--- config.mk ---
export PLATFORM = sky130hd
export DESIGN_NAME = tt_heartbeat_array
export DESIGN_NICKNAME = d
export VERILOG_FILES = /design/src/rtl/tt_heartbeat_array.sv
export SDC_FILE = /design/constraint.sdc
export NUM_CORES = 1
export LEC_CHECK = 0
export BUFFER_PORTS_ARGS = -buffer_cell sky130_fd_sc_hd__clkbuf_2
export CAP_MARGIN = 25
export CORE_ASPECT_RATIO = 1.1
export CORE_MARGIN = 2
export CORE_UTILIZATION = 54
export CTS_CLUSTER_SIZE = 30
export DETAILED_ROUTE_END_ITERATION = 16
export GPL_ROUTABILITY_DRIVEN = 0
export PLACE_DENSITY_LB_ADDON = 0.05
export SLEW_MARGIN = 10
export SYNTH_ARGS = -nofsm -noshare
export SYNTH_HDL_FRONTEND = slang
export SYNTH_SLANG_ARGS = --single-unit
--- constraint.sdc ---
create_clock -name clk -period 1.95 [get_ports clk]
set_clock_uncertainty 0.1 [all_clocks]
set_input_delay 0.4875 -clock clk [delete_from_list [all_inputs] [get_ports clk]]
set_output_delay 0.4875 -clock clk [all_outputs]
set_load 0.02 [all_outputs]
--- src/rtl/tt_heartbeat_array.sv ---
// rtl/tt_heartbeat_array.sv - multi-channel heartbeat/pattern generator (off, blink, chase, breathe)
module tt_heartbeat_array #(
  parameter int CHANNELS  = 4,
  parameter int CNT_WIDTH = 24,
  parameter int PWM_WIDTH = 4
) (
  input  logic                clk,
  input  logic                rst_n,
  input  logic                en,
  input  logic [1:0]          mode,
  output logic [CHANNELS-1:0] sig_A,
  output logic [CHANNELS-1:0] sig_OE,
  output logic                tick
);

  localparam logic [1:0] MODE_OFF     = 2'd0;
  localparam logic [1:0] MODE_BLINK   = 2'd1;
  localparam logic [1:0] MODE_CHASE   = 2'd2;
  localparam logic [1:0] MODE_BREATHE = 2'd3;

  localparam logic [PWM_WIDTH-1:0] DMAX      = '1;
  localparam logic [CNT_WIDTH-1:0] CNT_MAX   = '1;
  localparam logic [CHANNELS-1:0]  CHASE_RST = {{(CHANNELS-1){1'b0}}, 1'b1};

  localparam logic DIR_UP   = 1'b0;
  localparam logic DIR_DOWN = 1'b1;

  logic [CNT_WIDTH-1:0] cnt_q, cnt_d;
  logic [1:0]           mode_q, mode_d;
  logic [CHANNELS-1:0]  chase_q, chase_d;
  logic [PWM_WIDTH-1:0] duty_q, duty_d;
  logic                 dir_q, dir_d;
  logic [CHANNELS-1:0]  sig_a_q, sig_a_d;
  logic [CHANNELS-1:0]  sig_oe_q, sig_oe_d;
  logic                 tick_q, tick_d;

  logic                 wrap;
  logic                 mode_chg;
  logic [PWM_WIDTH-1:0] pwm_phase;
  logic [PWM_WIDTH-1:0] duty_inv;

  assign wrap      = en & (cnt_q == CNT_MAX);
  assign mode_chg  = (mode != mode_q);
  assign pwm_phase = cnt_q[PWM_WIDTH-1:0];
  assign duty_inv  = DMAX - duty_q;

  // Next-state: prescaler, pattern state (reinit beats advance), and the registered pad image
  always_comb begin
    cnt_d    = cnt_q;
    mode_d   = mode;
    chase_d  = chase_q;
    duty_d   = duty_q;
    dir_d    = dir_q;
    sig_a_d  = sig_a_q;
    sig_oe_d = '1;
    tick_d   = wrap;

    if (en) begin
      cnt_d = cnt_q + 1'b1;
    end

    if (mode_chg) begin
      chase_d = CHASE_RST;
      duty_d  = '0;
      dir_d   = DIR_UP;
    end else if (wrap) begin
      chase_d = {chase_q[CHANNELS-2:0], chase_q[CHANNELS-1]};
      if (dir_q == DIR_UP) begin
        if (duty_q == DMAX) begin
          dir_d  = DIR_DOWN;
          duty_d = DMAX - 1'b1;
        end else begin
          duty_d = duty_q + 1'b1;
        end
      end else begin
        if (duty_q == '0) begin
          dir_d  = DIR_UP;
          duty_d = {{(PWM_WIDTH-1){1'b0}}, 1'b1};
        end else begin
          duty_d = duty_q - 1'b1;
        end
      end
    end

    // Pads freeze while counting is disabled
    if (en) begin
      case (mode_q)
        MODE_OFF:   sig_a_d = '0;
        MODE_BLINK: sig_a_d = {CHANNELS{cnt_q[CNT_WIDTH-1]}};
        MODE_CHASE: sig_a_d = chase_q;
        MODE_BREATHE: begin
          for (int i = 0; i < CHANNELS; i++) begin
            if (i % 2 == 0) sig_a_d[i] = (pwm_phase < duty_q);
            else            sig_a_d[i] = (pwm_phase < duty_inv);
          end
        end
        default:    sig_a_d = '0;
      endcase
    end
  end

  // State and output registers with asynchronous active-low reset
  always_ff @(posedge clk or negedge rst_n) begin
    if (!rst_n) begin
      cnt_q    <= '0;
      mode_q   <= MODE_OFF;
      chase_q  <= CHASE_RST;
      duty_q   <= '0;
      dir_q    <= DIR_UP;
      sig_a_q  <= '0;
      sig_oe_q <= '0;
      tick_q   <= 1'b0;
    end else begin
      cnt_q    <= cnt_d;
      mode_q   <= mode_d;
      chase_q  <= chase_d;
      duty_q   <= duty_d;
      dir_q    <= dir_d;
      sig_a_q  <= sig_a_d;
      sig_oe_q <= sig_oe_d;
      tick_q   <= tick_d;
    end
  end

  assign sig_A  = sig_a_q;
  assign sig_OE = sig_oe_q;
  assign tick   = tick_q;

endmodule

==> metrics.txt <==
CTS clk-pin slew, worst paths=0.08 ns; Slew Limit Fails=0; Root Buffer=clkbuf_8; CTS tree=done; crit-path leading delay family=simple AND/OR/NAND/NOR gates; share of layout cells above drive strength 1=0.2424; post-synth net total=212; Synth Register Bits=41; Worst path max stage delay=0.36 ns; NumNets Final=244; Syn Inst Count=198; critical-path cell list=ha_2 > nand4_1 > buf_4 > or2_2 > nor2_2 > and3_1 > xor2_1; dpl ws=-0.03240 ns; clk_lat worst skew=0.29 ns; post-synth top area cell=dfrtp_1; Max Clock Freq=542.9 MHz; internal power=1.406 mW; CP Launch Type=register; CTS sink cnt=41; Final Hold Fails=0; tightest hold margin=0.04280 ns; grt ovf=0; Buf/Inv on CP=1; Setup crit end kind=register; asr flop ratio synth=1.000; post-synthesis mux area share=0.02932; setup ws final=0.1080 ns; CTS Buffer Depth=2; die width=63.33 um; ys flop type=dfrtp_1; Routed wire per std cell=14.07 um; H-tree Lvls=2; I/O pin cnt=14; Post-route DRC=0; maximum fanout along the worst path=3; Seq/Total Area, Yosys=0.4913; sequential power share=0.506; syn_area_per_cell=10.56 um^2; yosys warns=0; cell area after synthesis=2091 um^2; Tightest Hold Check Type=primary input to async pin; hpwl dp=2.811 mm; commonest cells after routing, fill and taps aside=38 x dfrtp_1, 20 x nand2_1, 19 x buf_4; Max stage delay cell, worst path=dfrtp_1; hold buffers post-CTS=0; cts bufs inserted=5; Final Non-Filler Cells=281; Synth Area in XOR/XNOR=0.1047; sw power=601.8 uW; peak supply drop=0.5088 mV; post-synthesis cell type count=41; pwr dens=827.7 nW/um^2; row count=23; EDFF count, synth=0; diode count=0; largest family of logic cells by synthesized area=simple AND/OR/NAND/NOR gates; Net Sw Frac=0.2997; Layout area overhead=16.04%; initial core utilization=0.5676; # fillers=307; Comb pwr share=0.227; total track usage=0.2036; Vias/cell=5.512; adder-cell share of the synthesized area=0.05386; Req. time, crit path=2.07 ns; die footprint=4386 um^2; Yosys top cell area share=0.4788; reg2reg setup slack=0.11 ns; synth top area cells=dfrtp_1 48%, xnor2_1 7.5%, ha_1 5.4%, nand2_1 3.6%, nor2_1 3.2%; WP data arrival=1.97 ns; final design utilization=0.6586; crit path kind=register to register; commonest non-fill, non-tap cell in the layout=dfrtp_1; status=complete, no violations; Cell Area, Placed=2275 um^2; initial antenna violation count=0; Cells after DPL=266; core box area=3684 um^2; Initial DRT Pass Iterations=4; Port-buffer cells=13; Detailed Route Iter0 Violations=99; Die Height=69.26 um; Clock Power Share=0.267; post-route ant nets=0; Final setup viols=0; DRT Wirelength=3.953 mm; Max-Cap Viols=0; global-route wire length before repair=7.120 mm; Compound-Gate Fraction of Synth Area=0.08917; P_leak=1.135 nW; largest net degree at the start of global routing=24; number of global-route vias before repair=1547; Synth Area in Simple Gates=0.1801; Finished Cell Area=2426 um^2; Vias=1549; minimum clock period=1.842 ns; ratio of final minimum period to clock period=0.9446
## synthesized netlist by cell type (3+ instances only)
cell type / instances
nand2_1: 20
inv_1: 8
ha_1: 9
o21ai_0: 5
xnor2_1: 18
and3_1: 3
a21oi_1: 6
a31oi_1: 7
dfrtp_1: 40
nand3_1: 8
nand4_1: 8
xor2_1: 7
nor2_1: 18
buf_4: 4
mux2i_1: 5
## kinds of logic (layout without fill, tap and decap cells)
logic type	count (synthesis)	after routing
XOR/XNOR	25	25
flip-flops	41	41
multiplexers	6	6
buffers and inverters	17	50
AO/OA/AOI/OAI	28	28
adder cells (fa/ha/maj)	9	9
AND/OR/NAND/NOR	71	71
other	1	1
## power by group through the flow
stage	Clock (mW)	Combinational [mW]	Sequential, mW
finish	0.536	0.456	1.02
global placement	0	0.424	1.03
floorplan	0	0.221	1.07
CTS	0.558	0.462	1.02
global route	0.606	0.517	1.03
detailed placement	0	0.446	1.03
## worst paths after layout
check,cells past startpoint,start,end
worst max-delay path,7,cnt_q[0],cnt_q[12]
worst min-delay path,1,rst_n,cnt_q[10]
worst max register to register,7,cnt_q[0],cnt_q[12]
worst min register to register,1,cnt_q[22],cnt_q[22]
max in group asynchronous,2,rst_n,chase_q[0]
min in group clk,1,mode[0],mode_q[0]
## flip-flops by register name, indices dropped and copies added, names as in the netlist
signal,flops
tick,1
duty_q,4
sig_A,4
mode_q,2
chase_q,4
sig_OE,1
cnt_q,24
dir_q,1
## per-layer routing
metal / track usage / part of all wire / wire [um] / vias to the layer above
met5: 0 / 0 / 0 / -
met4: 0.09662 / 0.029 / 113 / 0
met3: 0.04545 / 0.039 / 156 / 15
met2: 0.3298 / 0.50 / 1958 / 40
met1: 0.2575 / 0.44 / 1724 / 748
li1: - / - / - / 746
## area by class of cell
| class | count | area [um^2] | share of cell area |
|---|---|---|---|
| Clock inverter | 3 | 17.52 | 0.007220 |
| Multi-Input combinational cell | 140 | 969.7 | 0.3997 |
| Timing Repair Buffer | 34 | 247.7 | 0.1021 |
| Tap cell | 50 | 62.56 | 0.02579 |
| Inverter | 8 | 30.03 | 0.01238 |
| Clock buffer | 5 | 68.82 | 0.02837 |
| Sequential cell | 41 | 1030 | 0.4244 |
## metrics by stage
step	total power, mW	setup TNS, ns
finish	2.008	0
global route	2.151	-0.003269
CTS	2.035	0
detailed placement	1.477	-0.06188
global placement	1.452	0
floorplan	1.293	0
## timing repair
item / CTS / global route
setup buffers: 1 / 6
pin swaps: 1 / 2
gates resized for setup: 2 / 3
setup endpoints to repair: 2 / 9
endpoints found under the hold margin: 0 / 0
No activity file was read; power rests on OpenSTA's default activity.
